===== src/rtl/mpmc11_txn_fsm.sv =====
`default_nettype none
// ============================================================================
// Module   : mpmc11_txn_fsm
// Brief    : Per-channel transaction sequencer driving the MIG-style app_* UI
//            through write-data/command or read-command/data phases.
// Revision : 1.0  initial release
// ============================================================================
module mpmc11_txn_fsm #(
    parameter int BURSTW  = 3,
    parameter int TOW     = 10,
    parameter int TIMEOUT = 1000
) (
    input  logic              clk,
    input  logic              rst,
    input  logic              i_req,
    input  logic              i_we,
    input  logic [BURSTW-1:0] i_burst_len,
    input  logic              i_app_rdy,
    input  logic              i_app_wdf_rdy,
    input  logic              i_app_rd_data_valid,
    output logic [2:0]        o_state,
    output logic              o_app_en,
    output logic [2:0]        o_app_cmd,
    output logic              o_app_wdf_wren,
    output logic              o_app_wdf_end,
    output logic [BURSTW-1:0] o_beat_cnt,
    output logic              o_rd_beat,
    output logic              o_done,
    output logic              o_err
);

    typedef enum logic [2:0] {
        ST_IDLE        = 3'd0,
        ST_PRESET1     = 3'd1,
        ST_WRITE_DATA0 = 3'd2,
        ST_WRITE_DATA3 = 3'd3,
        ST_READ_DATA0  = 3'd4,
        ST_READ_DATA1  = 3'd5,
        ST_WAIT_NACK   = 3'd6
    } mpmc11_state_t;

    localparam logic [2:0]        c_CMD_WR   = 3'b000;
    localparam logic [2:0]        c_CMD_RD   = 3'b001;
    localparam logic [BURSTW-1:0] c_BEAT_ONE = BURSTW'(1);
    localparam logic [TOW-1:0]    c_TMO_ONE  = TOW'(1);
    localparam logic [TOW-1:0]    c_TMO_LAST = TOW'(TIMEOUT - 1);

    mpmc11_state_t     r_state;
    mpmc11_state_t     w_state_nxt;
    logic [BURSTW-1:0] r_beat_cnt;
    logic [BURSTW-1:0] w_beat_nxt;
    logic [BURSTW-1:0] r_len;
    logic [BURSTW-1:0] w_len_nxt;
    logic [TOW-1:0]    r_tmo;
    logic [TOW-1:0]    w_tmo_nxt;
    logic              r_we;
    logic              w_we_nxt;
    logic              r_err;
    logic              w_err_nxt;
    logic              r_rd_beat;
    logic              w_rd_beat_nxt;
    logic              w_last;

    assign w_last = (r_beat_cnt == r_len);

    always_ff @(posedge clk or posedge rst) begin
        if (rst) begin
            r_state    <= ST_IDLE;
            r_beat_cnt <= '0;
            r_len      <= '0;
            r_tmo      <= '0;
            r_we       <= 1'b0;
            r_err      <= 1'b0;
            r_rd_beat  <= 1'b0;
        end else begin
            r_state    <= w_state_nxt;
            r_beat_cnt <= w_beat_nxt;
            r_len      <= w_len_nxt;
            r_tmo      <= w_tmo_nxt;
            r_we       <= w_we_nxt;
            r_err      <= w_err_nxt;
            r_rd_beat  <= w_rd_beat_nxt;
        end
    end

    always_comb begin
        w_state_nxt   = r_state;
        w_beat_nxt    = r_beat_cnt;
        w_len_nxt     = r_len;
        w_tmo_nxt     = r_tmo;
        w_we_nxt      = r_we;
        w_err_nxt     = r_err;
        w_rd_beat_nxt = 1'b0;
        case (r_state)
            ST_IDLE: begin
                if (i_req) begin
                    w_state_nxt = ST_PRESET1;
                    w_we_nxt    = i_we;
                    w_len_nxt   = i_burst_len;
                    w_beat_nxt  = '0;
                    w_err_nxt   = 1'b0;
                    w_tmo_nxt   = '0;
                end
            end
            ST_PRESET1: begin
                w_state_nxt = r_we ? ST_WRITE_DATA0 : ST_READ_DATA0;
            end
            ST_WRITE_DATA0: begin
                if (i_app_wdf_rdy) begin
                    if (w_last) begin
                        w_state_nxt = ST_WRITE_DATA3;
                    end else begin
                        w_beat_nxt = r_beat_cnt + c_BEAT_ONE;
                    end
                end
            end
            ST_WRITE_DATA3: begin
                if (i_app_rdy) begin
                    w_state_nxt = ST_WAIT_NACK;
                end
            end
            ST_READ_DATA0: begin
                if (i_app_rdy) begin
                    w_state_nxt = ST_READ_DATA1;
                    w_beat_nxt  = '0;
                    w_tmo_nxt   = '0;
                end
            end
            ST_READ_DATA1: begin
                // A returning beat takes priority over the timeout terminal count.
                if (i_app_rd_data_valid) begin
                    w_rd_beat_nxt = 1'b1;
                    w_tmo_nxt     = '0;
                    if (w_last) begin
                        w_state_nxt = ST_WAIT_NACK;
                    end else begin
                        w_beat_nxt = r_beat_cnt + c_BEAT_ONE;
                    end
                end else if (r_tmo == c_TMO_LAST) begin
                    w_state_nxt = ST_WAIT_NACK;
                    w_err_nxt   = 1'b1;
                end else begin
                    w_tmo_nxt = r_tmo + c_TMO_ONE;
                end
            end
            ST_WAIT_NACK: begin
                if (!i_req) begin
                    w_state_nxt = ST_IDLE;
                end
            end
            default: begin
                w_state_nxt = ST_IDLE;
            end
        endcase
    end

    // Moore decode: outputs depend on registered state only.
    always_comb begin
        o_state        = r_state;
        o_app_en       = (r_state == ST_WRITE_DATA3) || (r_state == ST_READ_DATA0);
        o_app_cmd      = (r_state == ST_READ_DATA0) ? c_CMD_RD : c_CMD_WR;
        o_app_wdf_wren = (r_state == ST_WRITE_DATA0);
        o_app_wdf_end  = (r_state == ST_WRITE_DATA0) && w_last;
        o_beat_cnt     = r_beat_cnt;
        o_rd_beat      = r_rd_beat;
        o_done         = (r_state == ST_WAIT_NACK);
        o_err          = r_err;
    end

endmodule
`default_nettype wire


===== config.mk =====
export PLATFORM = sky130hd
export DESIGN_NAME = mpmc11_txn_fsm
export DESIGN_NICKNAME = d
export VERILOG_FILES = /design/src/rtl/mpmc11_txn_fsm.sv
export SDC_FILE = /design/constraint.sdc
export NUM_CORES = 1
export LEC_CHECK = 0
export BUFFER_PORTS_ARGS = -buffer_cell sky130_fd_sc_hd__buf_2
export CAP_MARGIN = 20
export CORE_ASPECT_RATIO = 1.4
export CORE_UTILIZATION = 38
export CTS_CLUSTER_DIAMETER = 200
export DETAILED_ROUTE_END_ITERATION = 7
export HOLD_SLACK_MARGIN = 0.15
export SLEW_MARGIN = 5
export SYNTH_ARGS = -nofsm -noshare
export SYNTH_HDL_FRONTEND = slang
export SYNTH_SLANG_ARGS = --single-unit
export TNS_END_PERCENT = 50

===== constraint.sdc =====
create_clock -name clk -period 4.45 [get_ports clk]
set_input_delay 0.2225 -clock clk [delete_from_list [all_inputs] [get_ports clk]]
set_output_delay 0.2225 -clock clk [all_outputs]
set_load 0.01 [all_outputs]

## Yosys cells after proc, flatten, opt, wreduce, memory -nomap -nowiden

Index checks and enable logic that the tools add are counted.

| storage, ports and cells | value |
|---|---|
| output and inout bits | 15 |
| bits of input ports | 10 |
| flip-flop bits (word level) | 22 |

| operators by class | value |
|---|---|
| muxes and demuxes | 29 |
| eq/ne operators | 20 |
| reductions and logical operators | 11 |
| add/sub/neg operators | 2 |

Operator list:

| operator | count |
|---|---|
| $mux W3 | 15 |
| $mux W10 | 4 |
| $pmux W10 S3 | 1 |
| $pmux W3 S7 | 1 |
| $ne A2 B2 Y1 const B | 8 |
| $pmux W3 S4 | 1 |
| $add A10 B1 Y10 const B | 1 |
| $eq A10 B10 Y1 const B | 1 |
| $eq A3 B3 Y1 const B | 3 |
| $ne A3 B3 Y1 const B | 3 |
| $reduce_and A4 Y1 | 2 |
| $reduce_and A8 Y1 | 1 |
| $eq A3 B2 Y1 const B | 2 |
| $mux W1 | 6 |
| $reduce_and A5 Y1 | 1 |
| $reduce_bool A4 Y1 | 1 |
| $add A3 B1 Y3 const B | 1 |
| $eq A3 B1 Y1 const B | 1 |
| $eq A3 B3 Y1 | 1 |
| $logic_not A3 Y1 | 1 |
| $reduce_bool A3 Y1 | 1 |
| $ne A2 B1 Y1 const B | 1 |
| $pmux W1 S2 | 1 |
| $reduce_and A2 Y1 | 1 |
| other kinds (3) | 3 |

## Longest topological paths before layout

| depth | value |
|---|---|
| depth in word-level cells | 4 |
| mapped depth | 6 |
| mapped depth without buffers | 6 |

## Worst setup path before layout

Ideal clock, no wire load.

| path | value |
|---|---|
| kind | register to register |
| from | register r_state[0], in the netlist o_state[0] |
| to | register r_beat_cnt[0], in the netlist o_beat_cnt[0] |
| setup time | 0.125 ns |
| cell stages (with the launch flop) | 6 |
| slack | 2.737 ns |
| data required time | 4.325 ns |
| clock period less this slack | 1.713 ns |
| arrival time | 1.587 ns |
| path through | dfrtp_1 buf_6 or3b_2 o22ai_2 nor3_2 mux2_4 |

| on the way | value |
|---|---|
| word-level cells in the longest chain between the ends | 3 |
| elaborated cells on any way between the ends | 11 |
| those cells by class | eq/ne (7); mux (1); reduce/logical (3) |

RTL lines:

| what | line | source |
|---|---|---|
| start, declared | 48 | `mpmc11_state_t r_state;` |
| start signal, assigned | 76 | `r_state <= w_state_nxt;` |
| $eq A3 B2 Y1 (tied with other cells) | 94 | `case (r_state)` |
| $reduce_bool A4 Y1 (no line) / $ne A2 B2 Y1 (equally long branches) | n/a |  |
| $reduce_and A5 Y1 (no line) | n/a |  |
| end signal, assigned | 77 | `r_beat_cnt <= w_beat_nxt;` |
| end, declared | 50 | `logic [BURSTW-1:0] r_beat_cnt;` |

Several ways; a longest one is shown, not always the timed one.
A chain may end at the register's enable or synchronous reset.

## Worst setup path in the final report

| path | value |
|---|---|
| from | register r_state[1], in the netlist o_state[1] |
| to | output port o_app_wdf_wren |

| on the way | value |
|---|---|
| word-level cells in the longest chain between the ends | 1 |

RTL lines:

| what | line | source |
|---|---|---|
| $eq A3 B2 Y1 | 162 | `o_app_wdf_wren = (r_state == ST_WRITE_DATA0);` |
| end, declared | 24 | `output logic o_app_wdf_wren,` |

Every way passes these cells.

==> flow_summary.ini <==
[run_status]
status = finished, final reports clean

[power_and_ir_drop]
netSwitchingPower_uw = 359
cellInternalPower_uw = 496
comb_power_share = 0.460
power.density_cell_area_nw_per_um2 = 565
clockPowerShare = 0.143
total_leakage_power_uw = 0.000725
design_power_total_uw = 854
seq_power_share = 0.398
max-vdd-ir-drop_v = 0.000220
swShare = 0.420

[setup_path]
setup_crit_start_kind = register
crit_required_ps = 4230
timing.critical_path.max_delay_family = flip-flops
max_stage_delay_ps = 690
regToRegStartpoint = o_state[1]
crit_chain = or3b_2 > inv_1 > buf_2
ws_path_type = register to primary output
endpoint_kind = primary output
critPathLaunch = o_state[1]
maximum_fanout_encountered_on_the_critical_timing_path = 17
timing.critical_path.arrival_ps = 1740
slowest_stage = dfrtp_1
timing.critical_path.buf_inv = 2

[timing]
period_minus_slack_ps = 1960
clock_skew_ps = 0.903
setup-violations-final = 0
post-route-period-util = 0.440
timing_worst_slew_pin_value_ps = 862
rsz0062_at_grt = false
max-slew-margin-rel = 0.425
drv_slew = 0
final.setup.tns_ps = 0
report.final.hold_viol_count = 0
fmaxAchievable_ghz = 0.510

[cts]
cts-resized-gates = 0
cts_tree = yes
htree_num_levels = 1
post_cts.repair.setup_buffers = 0
cts_buffers = 3
holdBufCountCts = 0
cts.sink_count = 22
worstSkewPairLatency_ps = 260
clock_transition_at_path_regs_ps = 70
cts.path.max_buffers = 2
clk_root_buffer_cell = clkbuf_8

[hold_path]
worst_hold_path_type = primary input to asynchronous set/reset pin

[layout]
filler_cell_count = 338
nets = 176
multi_input_area_um2 = 737
seqCellArea_um2 = 551
num_antenna_cells = 0
post_route_cells_drive_above_1_share = 0.235
layout-area-overhead-vs-synth_pct = 12.1

[global_route]
gr-usage-all-layers = 0.156
grt_pass1_vias = 1008
global_route.overflow_total = 0
global_route_wire_length_before_repair_um = 4400
largest_net_degree_at_the_start_of_global_routing = 23
grt_antenna_before_repair = 0

[logic_synthesis]
synth.top_cell.area_share = 0.408
synth_top_cells_by_area = dfrtp_1 (41%), nor2_1 (4.2%), nand2_1 (3.3%)
share_of_synthesized_registers_carrying_an_async_set_or_reset = 1.00
postSynth.topFlopCell = dfrtp_1
synth_top_area_cell = dfrtp_1
synthesis.area_per_instance_um2 = 9.43
yosys_warning_count = 0
synth_cell_type_count = 47
mappedNetlistArea_um2 = 1350
synth_instances = 143
synth_seq_area_share = 0.408
synth_edf_count = 0
most_numerous_cell_types_in_the_synthesized_netlist = dfrtp_1 (22), nor2_1 (15), nand2_1 (12)
ff_latch_count_synth = 22
yosys.cell_count.top_type = dfrtp_1

[route]
detailroute.via_count = 1092
routedWlPerCell_um = 13.6
route.final.wire_length_um = 2750
drt_iter0_markers = 18
drt_pass1_iterations = 4
drtAntennaViolNets = 0
drc_errors = 0
detail_route.vias_per_cell = 5.41

[placement]
gp_routability_congestion = 0.844
dp.final_hpwl_um = 2100
place.port_buffers = 22

[run]
drv.max_cap_violation_count = 0

[floorplan]
die_h_um = 72.5
floorplan.die_area_um2 = 3800
core_region_area_um2 = 3380
number_of_core_rows = 25
ios = 25
floorplan.die.width_um = 52.4
floorplan.initialDensity = 0.399
[cells in the final DEF, fill, tap and decap left out, types with 5 or more instances in the layout]
cell type	synthesis	routed
a21oi_1	5	5
buf_2	0	22
dfrtp_1	22	22
inv_1	6	6
nand2_1	12	12
nand3_1	6	6
nor2_1	15	15
xnor2_1	5	5
xor2_1	5	5
[worst paths after layout]
path / cells past startpoint / slack, ps / end
max in group asynchronous: 2 / 3790 / o_beat_cnt[2]
min in group clk: 3 / 180 / r_we
max reg2reg: 4 / 2530 / o_beat_cnt[0]
min reg2reg: 2 / 520 / o_err
min: 2 / 130 / r_tmo[0]
max: 3 / 2490 / o_app_wdf_wren
[layout make-up]
cell class              count  share of cell area
clock buffers               3              0.0273
inverters                   6              0.0149
multi-input cells         109               0.488
flip-flops and latches     22               0.364
well taps                  40              0.0331
repair buffers             22              0.0728
[metrics by stage]
step / hold WS (ps) / cell area [um^2] / utilization / instances / worst slack, ps
global route: 182 / 1510 / 0.447 / 202 / 2380
floorplan: 212 / 1350 / - / 144 / 2740
CTS: 166 / 1510 / 0.447 / 202 / 2500
global placement: 433 / 1470 / 0.435 / 199 / 2590
finish: 129 / 1510 / 0.447 / 202 / 2490
detailed placement: 447 / 1470 / 0.435 / 199 / 2530
[worst register-to-register path, delay by kind of cell, from the launching register on]
family             cells  cell delay (ps)
muxes                  1              300
DFF                    1              690
and+or+nand+nor        2              640
AOI/OAI and AO/OA      1              190
[routing by layer]
| metal | GRT usage | vias to the layer above | share of wire |
|---|---|---|---|
| li1 | - | 542 | - |
| met1 | 0.176 | 527 | 0.41 |
| met2 | 0.276 | 19 | 0.54 |
| met3 | 0.0314 | 4 | 0.032 |
| met4 | 0.0702 | 0 | 0.013 |
| met5 | 0 | - | 0 |
[cell families after synthesis]
group	synth area share
DFF	0.408
adders and majority gates	0.0185
muxes	0.0436
xor gates and xnor gates	0.0649
and+or+nand+nor	0.276
other	0.00278
buffers and inverters	0.0482
AOI/OAI and AO/OA	0.138
[flip-flops by register name, summed over array words and instances (netlist names)]
signal and cells:
r_tmo 10, r_we 1, o_beat_cnt 3, r_len 3, o_rd_beat 1, o_state 3, o_err 1
[power groups by stage]
stage                     Clock (uW)  Sequential (uW)  Combinational (uW)
after detailed placement           0              345                 397
after global routing             134              353                 438
after CTS                        128              340                 397
final                            122              340                 393
after global placement             0              339                 393
after floorplan                    0              301                 347
Note: power is estimated with default switching activity, not from simulation.
